[src/rtl/shared_key_perm_sched.sv]
// shared_key_perm_sched
//   Iterative key-schedule nibble-permutation engine for the masked uBlock
//   datapath. A NUM_SHARES-way Boolean-shared 64-bit key half is loaded once,
//   then ROUNDS shared round-key words are streamed out. Between words every
//   share is independently passed through the uBlock key permutation PK
//   (or PK^-1). The permutation is linear and share-local, so shares never mix.
//
//   Optional build macro: SHARE_REFRESH_EN
//     When defined, adds rand_in and re-randomises the sharing on every
//     permute step (unshared value unchanged). When undefined, pure permutation.
//
// Ports
//   clk, rst_n          clock (rising edge), asynchronous active-low reset
//   in_valid/in_ready   load handshake; in_ready is high only in IDLE
//   in_dir              0 = forward PK, 1 = inverse PK (sampled on load)
//   in_shares           share s at bits [64s+63:64s]
//   out_valid/out_ready round-key word handshake
//   out_shares          current shared round key (registered)
//   round_idx           index of the word on out_shares (registered)
//   done                one-cycle pulse after the last word is accepted
//   rand_in             (SHARE_REFRESH_EN only) 64*(NUM_SHARES-1) fresh random bits
module shared_key_perm_sched #(
    parameter int NUM_SHARES = 2,
    parameter int ROUNDS     = 16,
    parameter int RW         = $clog2(ROUNDS)
) (
    input  logic                    clk,
    input  logic                    rst_n,
    input  logic                    in_valid,
    output logic                    in_ready,
    input  logic                    in_dir,
    input  logic [64*NUM_SHARES-1:0] in_shares,
    output logic                    out_valid,
    input  logic                    out_ready,
    output logic [64*NUM_SHARES-1:0] out_shares,
    output logic [RW-1:0]           round_idx,
    output logic                    done
`ifdef SHARE_REFRESH_EN
    ,
    input  logic [64*(NUM_SHARES-1)-1:0] rand_in
`endif
);

    typedef enum logic {
        IDLE = 1'b0,
        RUN  = 1'b1
    } state_e;

    localparam logic [RW-1:0] LAST_IDX = RW'(ROUNDS - 1);

    state_e                    state_q, state_d;
    logic [64*NUM_SHARES-1:0]  shares_q, shares_d;
    logic [RW-1:0]             cnt_q, cnt_d;
    logic                      dir_q, dir_d;
    logic                      done_q, done_d;
    logic [64*NUM_SHARES-1:0]  stepped;

    // Forward PK: out nibble 15..0 <- in nibble 9,15,7,2,14,0,10,5,11,6,3,13,4,12,8,1
    function automatic logic [63:0] pk_fwd(input logic [63:0] x);
        return {x[39:36], x[63:60], x[31:28], x[11:8],
                x[59:56], x[3:0],   x[43:40], x[23:20],
                x[47:44], x[27:24], x[15:12], x[55:52],
                x[19:16], x[51:48], x[35:32], x[7:4]};
    endfunction

    // Inverse PK: out nibble 15..0 <- in nibble 14,11,4,2,7,9,15,1,13,6,8,3,5,12,0,10
    function automatic logic [63:0] pk_inv(input logic [63:0] x);
        return {x[59:56], x[47:44], x[19:16], x[11:8],
                x[31:28], x[39:36], x[63:60], x[7:4],
                x[55:52], x[27:24], x[35:32], x[15:12],
                x[23:20], x[51:48], x[3:0],   x[43:40]};
    endfunction

    // Next share value on an accepted non-final word.
    always_comb begin
`ifdef SHARE_REFRESH_EN
        logic [63:0] r_acc;
        r_acc = '0;
`endif
        stepped = '0;
        for (int unsigned s = 0; s < NUM_SHARES; s++) begin
            stepped[64*s +: 64] = dir_q ? pk_inv(shares_q[64*s +: 64])
                                        : pk_fwd(shares_q[64*s +: 64]);
        end
`ifdef SHARE_REFRESH_EN
        // Each r_s enters twice (share s and the last share), so the XOR of
        // all shares is untouched while the individual shares are refreshed.
        for (int unsigned s = 0; s < NUM_SHARES - 1; s++) begin
            stepped[64*s +: 64] = stepped[64*s +: 64] ^ rand_in[64*s +: 64];
            r_acc               = r_acc ^ rand_in[64*s +: 64];
        end
        stepped[64*(NUM_SHARES-1) +: 64] = stepped[64*(NUM_SHARES-1) +: 64] ^ r_acc;
`endif
    end

    // State register
    always_ff @(posedge clk or negedge rst_n) begin
        if (!rst_n) begin
            state_q  <= IDLE;
            shares_q <= '0;
            cnt_q    <= '0;
            dir_q    <= 1'b0;
            done_q   <= 1'b0;
        end else begin
            state_q  <= state_d;
            shares_q <= shares_d;
            cnt_q    <= cnt_d;
            dir_q    <= dir_d;
            done_q   <= done_d;
        end
    end

    // Next-state logic
    always_comb begin
        state_d  = state_q;
        shares_d = shares_q;
        cnt_d    = cnt_q;
        dir_d    = dir_q;
        done_d   = 1'b0;
        unique case (state_q)
            IDLE: begin
                if (in_valid) begin
                    shares_d = in_shares;
                    dir_d    = in_dir;
                    cnt_d    = '0;
                    state_d  = RUN;
                end
            end
            RUN: begin
                if (out_ready) begin
                    if (cnt_q == LAST_IDX) begin
                        // Final word accepted: shares hold, pulse done.
                        state_d = IDLE;
                        done_d  = 1'b1;
                    end else begin
                        shares_d = stepped;
                        cnt_d    = cnt_q + RW'(1);
                    end
                end
            end
            default: state_d = IDLE;
        endcase
    end

    // Outputs: all driven from registers
    always_comb begin
        in_ready   = (state_q == IDLE);
        out_valid  = (state_q == RUN);
        out_shares = shares_q;
        round_idx  = cnt_q;
        done       = done_q;
    end

endmodule

[config.mk]
export PLATFORM = sky130hd
export DESIGN_NAME = shared_key_perm_sched
export DESIGN_NICKNAME = d
export VERILOG_FILES = /design/src/rtl/shared_key_perm_sched.sv
export SDC_FILE = /design/constraint.sdc
export NUM_CORES = 1
export LEC_CHECK = 0
export BUFFER_PORTS_ARGS = -buffer_cell sky130_fd_sc_hd__buf_2
export CELL_PAD_IN_SITES_DETAIL_PLACEMENT = 1
export CELL_PAD_IN_SITES_GLOBAL_PLACEMENT = 1
export CORE_AREA = 3 3 172 132
export CTS_BUF_LIST = sky130_fd_sc_hd__clkbuf_2 sky130_fd_sc_hd__clkbuf_4 sky130_fd_sc_hd__clkbuf_8
export DETAILED_ROUTE_END_ITERATION = 10
export DIE_AREA = 0 0 175 135
export PLACE_DENSITY_LB_ADDON = 0.1
export SLEW_MARGIN = 0
export SYNTH_ARGS = -nofsm -noshare
export SYNTH_HDL_FRONTEND = slang
export SYNTH_SLANG_ARGS = --single-unit
[constraint.sdc]
create_clock -name clk -period 1.7 [get_ports clk]
set_input_delay 0.17 -clock clk [delete_from_list [all_inputs] [get_ports clk]]
set_output_delay 0.17 -clock clk [all_outputs]
set_load 0.05 [all_outputs]
==> summary.md, run 1 <==
| Metric | Value |
|---|---|
| Antenna cells | `0` |
| Synth Flop Type | `dfrtp_1` |
| CP arrival | `2.17 ns` |
| Async S/R FF share, synth | `1.000` |
| Std cell rows | `46` |
| Number of global-route vias before repair | `6736` |
| Clk sinks | `135` |
| IO Count | `268` |
| GRT Util Overall | `0.2099` |
| Die area | `23630 µm²` |
| CTS Buffer Depth | `2` |
| Hold_sp | `out_ready` |
| Detailed-route wire length per cell | `21.00 µm` |
| Largest net degree at the start of global routing | `81` |
| Vias | `6438` |
| Drt drc | `0` |
| RSZ-0062 raised after global routing | `true` |
| Max-capacitance violation count | `0` |
| Pre-antenna DRT Iters | `4` |
| Final WS setup | `-0.1294 ns` |
| Hold Vio Cnt, Final | `0` |
| Slew margin rel. | `0.7083` |
| Reg2reg end | `out_shares[36]` |
| Buffers on Ports | `267` |
| H-tree Lvls | `4` |
| CTS tree | `built` |
| Initial antenna violation count | `3` |
| Final core area utilization | `0.5011` |
| Starting density of the core | `0.3509` |
| Outcome | `finished with violations` |
| Least-Margin Pin Slew | `0.4375 ns` |
| Reg2Reg Depth | `7` |
| Vias per Instance | `5.065` |
| Fin crit share | `1.076` |
| Final Non-Filler Cells | `1271` |
| Worst endpoint required time | `2.04 ns` |
| Critical path peak fanout | `10` |
| Most common cell after layout, fill and taps aside | `buf_2` |
| Yosys reg bits | `135` |
| Routed Antenna Nets | `0` |
| Minimum clock period | `1.829 ns` |
| Worst Setup SP | `round_idx[1]` |
| Proportion of layout cells with a drive suffix above 1 | `0.4975` |
| R2r setup slk | `-0.13 ns` |
| DP Wirelength | `18.35 mm` |
| Avg Inst Size Synth | `11.07 µm²` |
| CTS buffer count | `17` |
| Critical Path End Type | `flop` |
| GP Congestion | `0.8350` |
| First-pass GRT wire length | `38.78 mm` |
| CP Launch Type | `flop` |
| Area grow syn2layout | `42.79%` |
| Placed Area | `9341 µm²` |
| Max-slew violation count | `0` |
| Gate Count Post-Synth | `668` |
| Post-synth EDFFs | `0` |
| Synthesized cell area | `7392 µm²` |
| Setup Viol. Count Final | `120` |
| Register area share after synthesis | `0.4570` |
| WHS Endpoint | `round_idx[1]` |
| Fill cells | `2376` |
| Worst-path clk slew | `0.09 ns` |
| Fmax | `546.6 MHz` |
| Critical path class | `reg2reg` |
| Die Span Y | `135 µm` |
| Fin nets | `1104` |
| Syn nets | `802` |
| Worst flop-to-flop path startpoint | `round_idx[1]` |
| Root Buffer | `clkbuf_8` |
| Post-route cell area | `10560 µm²` |
| Hold path cells | `3` |
| Failing checks | `setup timing` |
| Final wirelength | `26.69 mm` |
| Hold Crit Class | `in2reg` |
| Gr ovfl total | `0` |
| YS warnings | `0` |
| Synth cell types | `21` |
| Fin Clk Skew | `0.01672 ns` |
| Core area | `21070 µm²` |
| Die Width | `175 µm` |
| Number of DRC markers in iteration 0 | `326` |
| Skew-Pair Late Insertion Delay | `0.46 ns` |
| Placed Cells | `1208` |
| Commonest cells after routing, fill and taps aside | `buf_2 (264), dfrtp_1 (131), nor2_1 (107), mux2i_1 (105), a21oi_1 (104)` |
-- logic make-up after synthesis --
| logic type | Yosys count | share of synthesized area |
|---|---|---|
| AO/OA/AOI/OAI | 109 | 0.07464 |
| adder cells (fa/ha/maj) | 1 | 0.001692 |
| buffers and inverters | 56 | 0.04113 |
| flip-flops | 135 | 0.4570 |
| multiplexers | 251 | 0.3646 |
| AND/OR/NAND/NOR | 116 | 0.06094 |
-- synthesized netlist by cell type (5+ instances only) --
cell / count / area share
buf_4: 8 / 0.0081
mux2_2: 105 / 0.16
mux2_1: 41 / 0.062
dfrtp_1: 135 / 0.46
mux2i_1: 105 / 0.14
buf_6: 6 / 0.0091
inv_1: 5 / 0.0025
nor2_1: 107 / 0.054
buf_2: 15 / 0.010
clkbuf_1: 22 / 0.011
a21oi_1: 104 / 0.070
-- area by class of cell --
cell class,instances,area (µm²),share of cell area
clock buffer,19,255.2,0.02418
timing repair buffer,334,2382,0.2257
sequential,135,3388,0.3210
clock inverter,13,145.1,0.01375
tap,288,360.3,0.03414
inverter,5,26.28,0.002489
multi-input combinational,477,3998,0.3787
-- metrics by stage --
stage,setup TNS [ns],hold slack (ns),setup WS [ns]
2_1_floorplan,-12.23,-0.1256,-0.1398
3_3_place_gp,-1.225,0.1263,-0.03354
3_5_place_dp,-4.645,0.1290,-0.07941
4_1_cts,-6.258,0.03196,-0.09693
5_1_grt,-13.39,0.05633,-0.1479
6_report,-10.41,0.06802,-0.1294
-- per-layer routing --
| metal | GRT usage | routed length, µm | vias up | share of wire |
|---|---|---|---|---|
| li1 | - | - | 2979 | - |
| met1 | 0.2955 | 12900 | 3271 | 0.48 |
| met2 | 0.3244 | 12120 | 155 | 0.45 |
| met3 | 0.05481 | 1319 | 27 | 0.049 |
| met4 | 0.05093 | 313 | 6 | 0.012 |
| met5 | 0 | 34 | - | 0.0013 |
-- state kept, by name, indices dropped and copies added (netlist names) --
name        flops
done            1
dir_q           1
out_valid       1
out_shares    128
round_idx       4
-- timing repair --
action                                  in CTS  in global routing
resized for setup                           22                 73
hold buffers                                11                  0
endpoints found under the setup margin     120                122
gates cloned                                 1                  9
hold endpoints to repair                    49                  0
pin swaps                                    0                  1
setup buffers                                2                  8
-- critical path: stages, from the launching register on --
cell and delay, ns:
dfrtp_2 0.44, ha_4 0.16, and3_4 0.17, o21ai_4 0.14, buf_12 0.15, clkbuf_16 0.17, buf_16 0.14, mux2_2 0.33
-- worst max path at each step --
stage,to,slack [ns],depth (start not counted)
floorplan,out_shares[46],-0.14,6
global placement,out_shares[8],-0.03,6
detailed placement,out_shares[49],-0.08,6
CTS,out_shares[121],-0.1,6
global route,out_shares[49],-0.15,7
finish,out_shares[36],-0.13,7
Power of run 1 is left out: the tool's default activity adds up to more than one toggle a clock period on the data nets, which glitch-free logic cannot reach.
==> inputs of run 2 (changes only) <==
Settings changed: CELL_PAD_IN_SITES_DETAIL_PLACEMENT 1 to 2, CELL_PAD_IN_SITES_GLOBAL_PLACEMENT 1 to 2, CORE_AREA 3 3 172 132 to 3 3 192 147, DIE_AREA 0 0 175 135 to 0 0 195 150.
==> run 2 against run 1 <==
Effect of this change:
- the run still ends with setup timing left
- clock skew fell by 0.0025 ns
- wire length rose by 4.0%
- sequential share of layout area rose by 1.5 points
- count of clock-buffer cells in the layout rose by 7
- via count fell by 2.4%
- cell area fell by 4.5%
- maximum frequency barely moved
- die area rose by 24%
- critical path depth fell by 1
==> summary.md, run 2 (synthesis results as in run 1) <==
| Metric | Value |
|---|---|
| Outcome | `finished with violations` |
| Failing checks | `setup timing` |
| Drt drc | `0 (unchanged)` |
| Worst-path clk slew | `0.08 ns (about the same)` |
| Hold Crit Class | `in2reg` |
| Placed Cells | `1265 (+4.7%)` |
| Die Span Y | `150 µm (+11%)` |
| Hold Vio Cnt, Final | `0 (unchanged)` |
| GP Congestion | `0.8088 (-3.1%)` |
| Starting density of the core | `0.2771 (-0.07380)` |
| Slew margin rel. | `0.7139 (+0.005585)` |
| CTS tree | `built` |
| Least-Margin Pin Slew | `0.4291 ns (-0.008377 ns)` |
| Pre-CTS setup slack | `-0.1624 ns (-0.08304 ns)` |
| Vias per Instance | `4.798 (-5.3%)` |
| First-pass GRT wire length | `42.74 mm (+10%)` |
| Initial antenna violation count | `4 (+1)` |
| Final WS setup | `-0.1281 ns (+0.001322 ns)` |
| Max-slew violation count | `0 (unchanged)` |
| Placed Area | `9363 µm² (+0.23%)` |
| Vias | `6281 (-2.4%)` |
| Fmax | `547.0 MHz (about the same)` |
| Critical Path End Type | `flop` |
| H-tree Lvls | `4 (unchanged)` |
| CTS Buffer Depth | `2 (unchanged)` |
| IO Count | `268 (unchanged)` |
| Gr ovfl total | `0 (unchanged)` |
| Root Buffer | `clkbuf_8` |
| Largest register FFs | `128 (unchanged)` |
| Setup Viol. Count Final | `119 (-0.83%)` |
| Number of global-route vias before repair | `7071 (+5.0%)` |
| Critical path peak fanout | `27 (+17)` |
| CP arrival | `2.15 ns (-0.02 ns)` |
| DP Wirelength | `20.60 mm (+12%)` |
| Worst endpoint required time | `2.02 ns (-0.02 ns)` |
| Std cell rows | `52 (+13%)` |
| Commonest cells after routing, fill and taps aside | `buf_2 (265), dfrtp_1 (131), nor2_1 (107), mux2i_1 (105), a21oi_1 (104)` |
| Core area | `26680 µm² (+27%)` |
| Number of DRC markers in iteration 0 | `191 (-41%)` |
| RSZ-0062 raised after global routing | `true` |
| Routed Antenna Nets | `0 (unchanged)` |
| GRT Util Overall | `0.1881 (-0.02182)` |
| Clk sinks | `135 (unchanged)` |
| Area grow syn2layout | `36.31%` |
| Die Width | `195 µm (+11%)` |
| Critical path class | `reg2reg` |
| Final core area utilization | `0.3777 (-0.1233)` |
| Skew-Pair Late Insertion Delay | `0.45 ns (about the same)` |
| Fin nets | `1081 (-2.1%)` |
| R2r setup slk | `-0.13 ns (about the same)` |
| Most common cell after layout, fill and taps aside | `buf_2` |
| Post-route cell area | `10080 µm² (-4.5%)` |
| Antenna cells | `0 (unchanged)` |
| Pre-antenna DRT Iters | `4 (unchanged)` |
| Fin crit share | `1.075 (about the same)` |
| Die area | `29250 µm² (+24%)` |
| Max-capacitance violation count | `0 (unchanged)` |
| Final wirelength | `27.77 mm (+4.0%)` |
| CP Launch Type | `flop` |
| Proportion of layout cells with a drive suffix above 1 | `0.4906 (-0.006851)` |
| Minimum clock period | `1.828 ns (-0.001322 ns)` |
| Buffers on Ports | `267 (unchanged)` |
| CTS buffer count | `17 (unchanged)` |
| Final Non-Filler Cells | `1309 (+3.0%)` |
| Fin Clk Skew | `0.01423 ns (-0.002488 ns)` |
| Detailed-route wire length per cell | `21.21 µm (+1.0%)` |
| Largest net degree at the start of global routing | `54 (-33%)` |
==> run 2: changes by cell type in the layout (fill, tap and decap cells not counted), sizes merged <==
cell      change
buf          -15
clkinvlp      -3
inv           -3
bufinv        -2
bufbuf        -1
clkinv        -1
==> run 2: stage by stage <==
stage | TNS, ns | hold WS (ns)
floorplan | -12.23 | -0.1256
global placement | -8.413 | 0.1206
detailed placement | -14.26 | 0.1248
CTS | -10.04 | 0.02596
global route | -16.37 | 0.03038
finish | -10.08 | 0.07404
==> run 2: cell type report <==
cell class	instances	area (µm²)
Fill cell	2883	16600
Clock inverter	4	20.02
Tap cell	351	439.2
Multi-Input combinational cell	477	3953
Inverter	5	18.77
Clock buffer	26	326.6
Timing Repair Buffer	311	1931
Sequential cell	135	3388
==> run 2: critical path, stage by stage, from the launching register on <==
cell and delay [ns]:
dfrtp_2 0.43, ha_4 0.18, and3_4 0.17, o21ai_4 0.19, buf_12 0.15, buf_16 0.19, mux2_2 0.36
==> run 2: worst paths after layout <==
| check | cells past startpoint | start | end |
|---|---|---|---|
| max | 6 | round_idx[1] | out_shares[0] |
| min | 3 | out_ready | round_idx[1] |
| max reg2reg | 6 | round_idx[1] | out_shares[0] |
| min reg2reg | 1 | out_shares[90] | out_shares[90] |
| max in group asynchronous | 3 | rst_n | dir_q |
| min in group asynchronous | 2 | rst_n | out_shares[44] |
==> run 2: per-layer routing <==
| metal | global-route usage | wire length (µm) | up-vias |
|---|---|---|---|
| met5 | 0 | 39 | - |
| met4 | 0.04133 | 212 | 8 |
| met3 | 0.04952 | 1252 | 21 |
| met2 | 0.2989 | 12900 | 131 |
| met1 | 0.2589 | 13360 | 3197 |
| li1 | - | - | 2924 |
==> run 2: timing repair <==
action,in CTS,in global routing
buffers inserted,2,0
hold endpoints to repair,84,0
hold buffers,11,0
pin swaps,1,0
gates resized for setup,43,11
cloned,1,0
setup endpoints to repair,117,120
Power of run 2 is left out for the same reason.
==> inputs of run 3 (changes only) <==
Settings changed: REMOVE_ABC_BUFFERS set to 1.
==> run 3 against run 2 <==
Effect of this change:
- the run still ends with setup timing left
- register-to-register slack about the same
- worst hold slack worse by 0.013 ns
- first-iteration DRC count down 22%
- critical path depth unchanged
- count of clock-buffer cells in the layout down 7
- die area unchanged
- final cell count up 1.3%
- via count up 1.9%
==> summary.md, run 3 (synthesis results as in run 1) <==
| Metric | Value |
|---|---|
| Setup Viol. Count Final | `111 (-6.7%)` |
| Most common cell after layout, fill and taps aside | `buf_2` |
| Final wirelength | `26.73 mm (-3.7%)` |
| Reg2Reg Depth | `6 (unchanged)` |
| Gr ovfl total | `0 (unchanged)` |
| Worst endpoint required time | `2.02 ns (about the same)` |
| Routed Antenna Nets | `0 (unchanged)` |
| Fmax | `550.4 MHz (+0.62%)` |
| GP Congestion | `0.7532 (-6.9%)` |
| Largest net degree at the start of global routing | `60 (+11%)` |
| Final WS setup | `-0.1168 ns (+0.01128 ns)` |
| RSZ-0062 raised after global routing | `true` |
| Hold_sp | `in_shares[51]` |
| Die area | `29250 µm² (unchanged)` |
| Buffers on Ports | `267 (unchanged)` |
| Hold Crit Class | `in2reg` |
| Largest register FFs | `128 (unchanged)` |
| Proportion of layout cells with a drive suffix above 1 | `0.4877 (-0.002926)` |
| Hold_ws | `0.06095 ns (-0.01309 ns)` |
| Worst flop-to-flop path startpoint | `round_idx[0]` |
| WHS Endpoint | `out_shares[51]` |
| CTS tree | `built` |
| Core area | `26680 µm² (unchanged)` |
| Drt drc | `0 (unchanged)` |
| Vias | `6399 (+1.9%)` |
| Fin crit share | `1.069 (-0.006636)` |
| Fin Clk Skew | `0.01185 ns (-0.002384 ns)` |
| Worst path slowest cell | `dfrtp_1` |
| GRT Util Overall | `0.1760 (-0.01206)` |
| Max-slew violation count | `0 (unchanged)` |
| Critical path class | `reg2reg` |
| Failing checks | `setup timing` |
| Starting density of the core | `0.2771 (unchanged)` |
| Detailed-route wire length per cell | `20.16 µm (-5.0%)` |
| Area grow syn2layout | `40.98%` |
| R2r setup slk | `-0.12 ns (about the same)` |
| Least-Margin Pin Slew | `0.3939 ns (-0.03520 ns)` |
| Vias per Instance | `4.826 (+0.57%)` |
| Minimum clock period | `1.817 ns (-0.01128 ns)` |
| IO Count | `268 (unchanged)` |
| Number of DRC markers in iteration 0 | `149 (-22%)` |
| First-pass GRT wire length | `41.04 mm (-4.0%)` |
| Skew-Pair Late Insertion Delay | `0.45 ns (about the same)` |
| Reg2reg end | `out_shares[78]` |
| CTS buffer count | `17 (unchanged)` |
| Commonest cells after routing, fill and taps aside | `buf_2 (264), dfrtp_1 (133), nor2_1 (107), mux2i_1 (105), a21oi_1 (104)` |
| Placed Area | `9331 µm² (-0.33%)` |
| Root Buffer | `clkbuf_8` |
| Fin nets | `1096 (+1.4%)` |
| Clk sinks | `135 (unchanged)` |
| Std cell rows | `52 (unchanged)` |
| Number of global-route vias before repair | `7220 (+2.1%)` |
| Hold path cells | `3 (unchanged)` |
| Initial antenna violation count | `5 (+1)` |
| Outcome | `finished with violations` |
| CTS Buffer Depth | `2 (unchanged)` |
| CP arrival | `2.14 ns (about the same)` |
| Die Width | `195 µm (unchanged)` |
| Pre-antenna DRT Iters | `4 (unchanged)` |
| Worst path cell trace | `ha_2, and3_4, o21ai_4, buf_12, clkbuf_16, mux2_1` |
| H-tree Lvls | `4 (unchanged)` |
| Fill cells | `2887 (+0.14%)` |
| Die Span Y | `150 µm (unchanged)` |
| Pre-CTS setup slack | `-0.1830 ns (-0.02051 ns)` |
| Critical Path End Type | `flop` |
| Post-route cell area | `10420 µm² (+3.4%)` |
| Slew margin rel. | `0.7374 (+0.02347)` |
| Hold Vio Cnt, Final | `0 (unchanged)` |
| CP peak stage delay | `0.40 ns (-0.03 ns)` |
| DP Wirelength | `18.61 mm (-9.6%)` |
| CP Launch Type | `flop` |
| Max-capacitance violation count | `0 (unchanged)` |
| Worst-path clk slew | `0.09 ns (about the same)` |
| Critical path peak fanout | `10 (-63%)` |
run 3: how the worst max path moves through the flow:
stage	slack, ns	end	cells after the start	from
6_report	-0.12	out_shares[78]	6	round_idx[0]
5_1_grt	-0.15	out_shares[78]	6	round_idx[0]
4_1_cts	-0.13	out_shares[124]	6	round_idx[1]
3_5_place_dp	-0.18	out_shares[82]	6	round_idx[0]
3_3_place_gp	-0.08	out_shares[114]	6	round_idx[0]
2_1_floorplan	-6.77	out_shares[0]	3	out_valid
run 3: repair_timing:
item                       4_1_cts  5_1_grt
pin swaps                        2        2
resized for setup               46       31
cloned                           2        5
hold endpoints to repair       145        0
hold buffers                    11        0
setup endpoints to repair      119      124
buffers inserted                 7        4
run 3: layout make-up:
class	count	area [µm²]	share of cell area
inverters	5	26.28	0.002521
multi-input cells	477	3924	0.3765
repair buffers	326	2186	0.2098
diodes	1	2.502	0.0002401
flip-flops and latches	135	3386	0.3249
clock inverters	12	202.7	0.01945
clock buffers	19	255.2	0.02449
well taps	351	439.2	0.04214
run 3: per-stage QoR:
| step | std cells | setup TNS, ns | util |
|---|---|---|---|
| finish | 1326 | -5.382 | 0.3907 |
| floorplan | 617 | -877.88 | - |
| global placement | 1267 | -6.823 | 0.3498 |
| global route | 1325 | -10.93 | 0.3906 |
| detailed placement | 1267 | -17.15 | 0.3498 |
| CTS | 1318 | -11.69 | 0.3821 |
run 3: critical path: cells and delay by family, from the launching register on:
| family | cells | cell delay, ns |
|---|---|---|
| DFF | 1 | 0.40 |
| muxes | 1 | 0.35 |
| and+or+nand+nor | 1 | 0.17 |
| buffers and inverters | 2 | 0.38 |
| adders and majority gates | 1 | 0.20 |
| AOI/OAI and AO/OA | 1 | 0.18 |
run 3: per-layer routing:
layer  track usage  vias to the layer above  share of wire
met5             0                        -         0.0023
met4       0.04275                       10          0.012
met3       0.05447                       34          0.061
met2        0.3087                      155           0.50
met1        0.2124                     3241           0.42
li1              -                     2959              -
Power of run 3 is left out for the same reason.
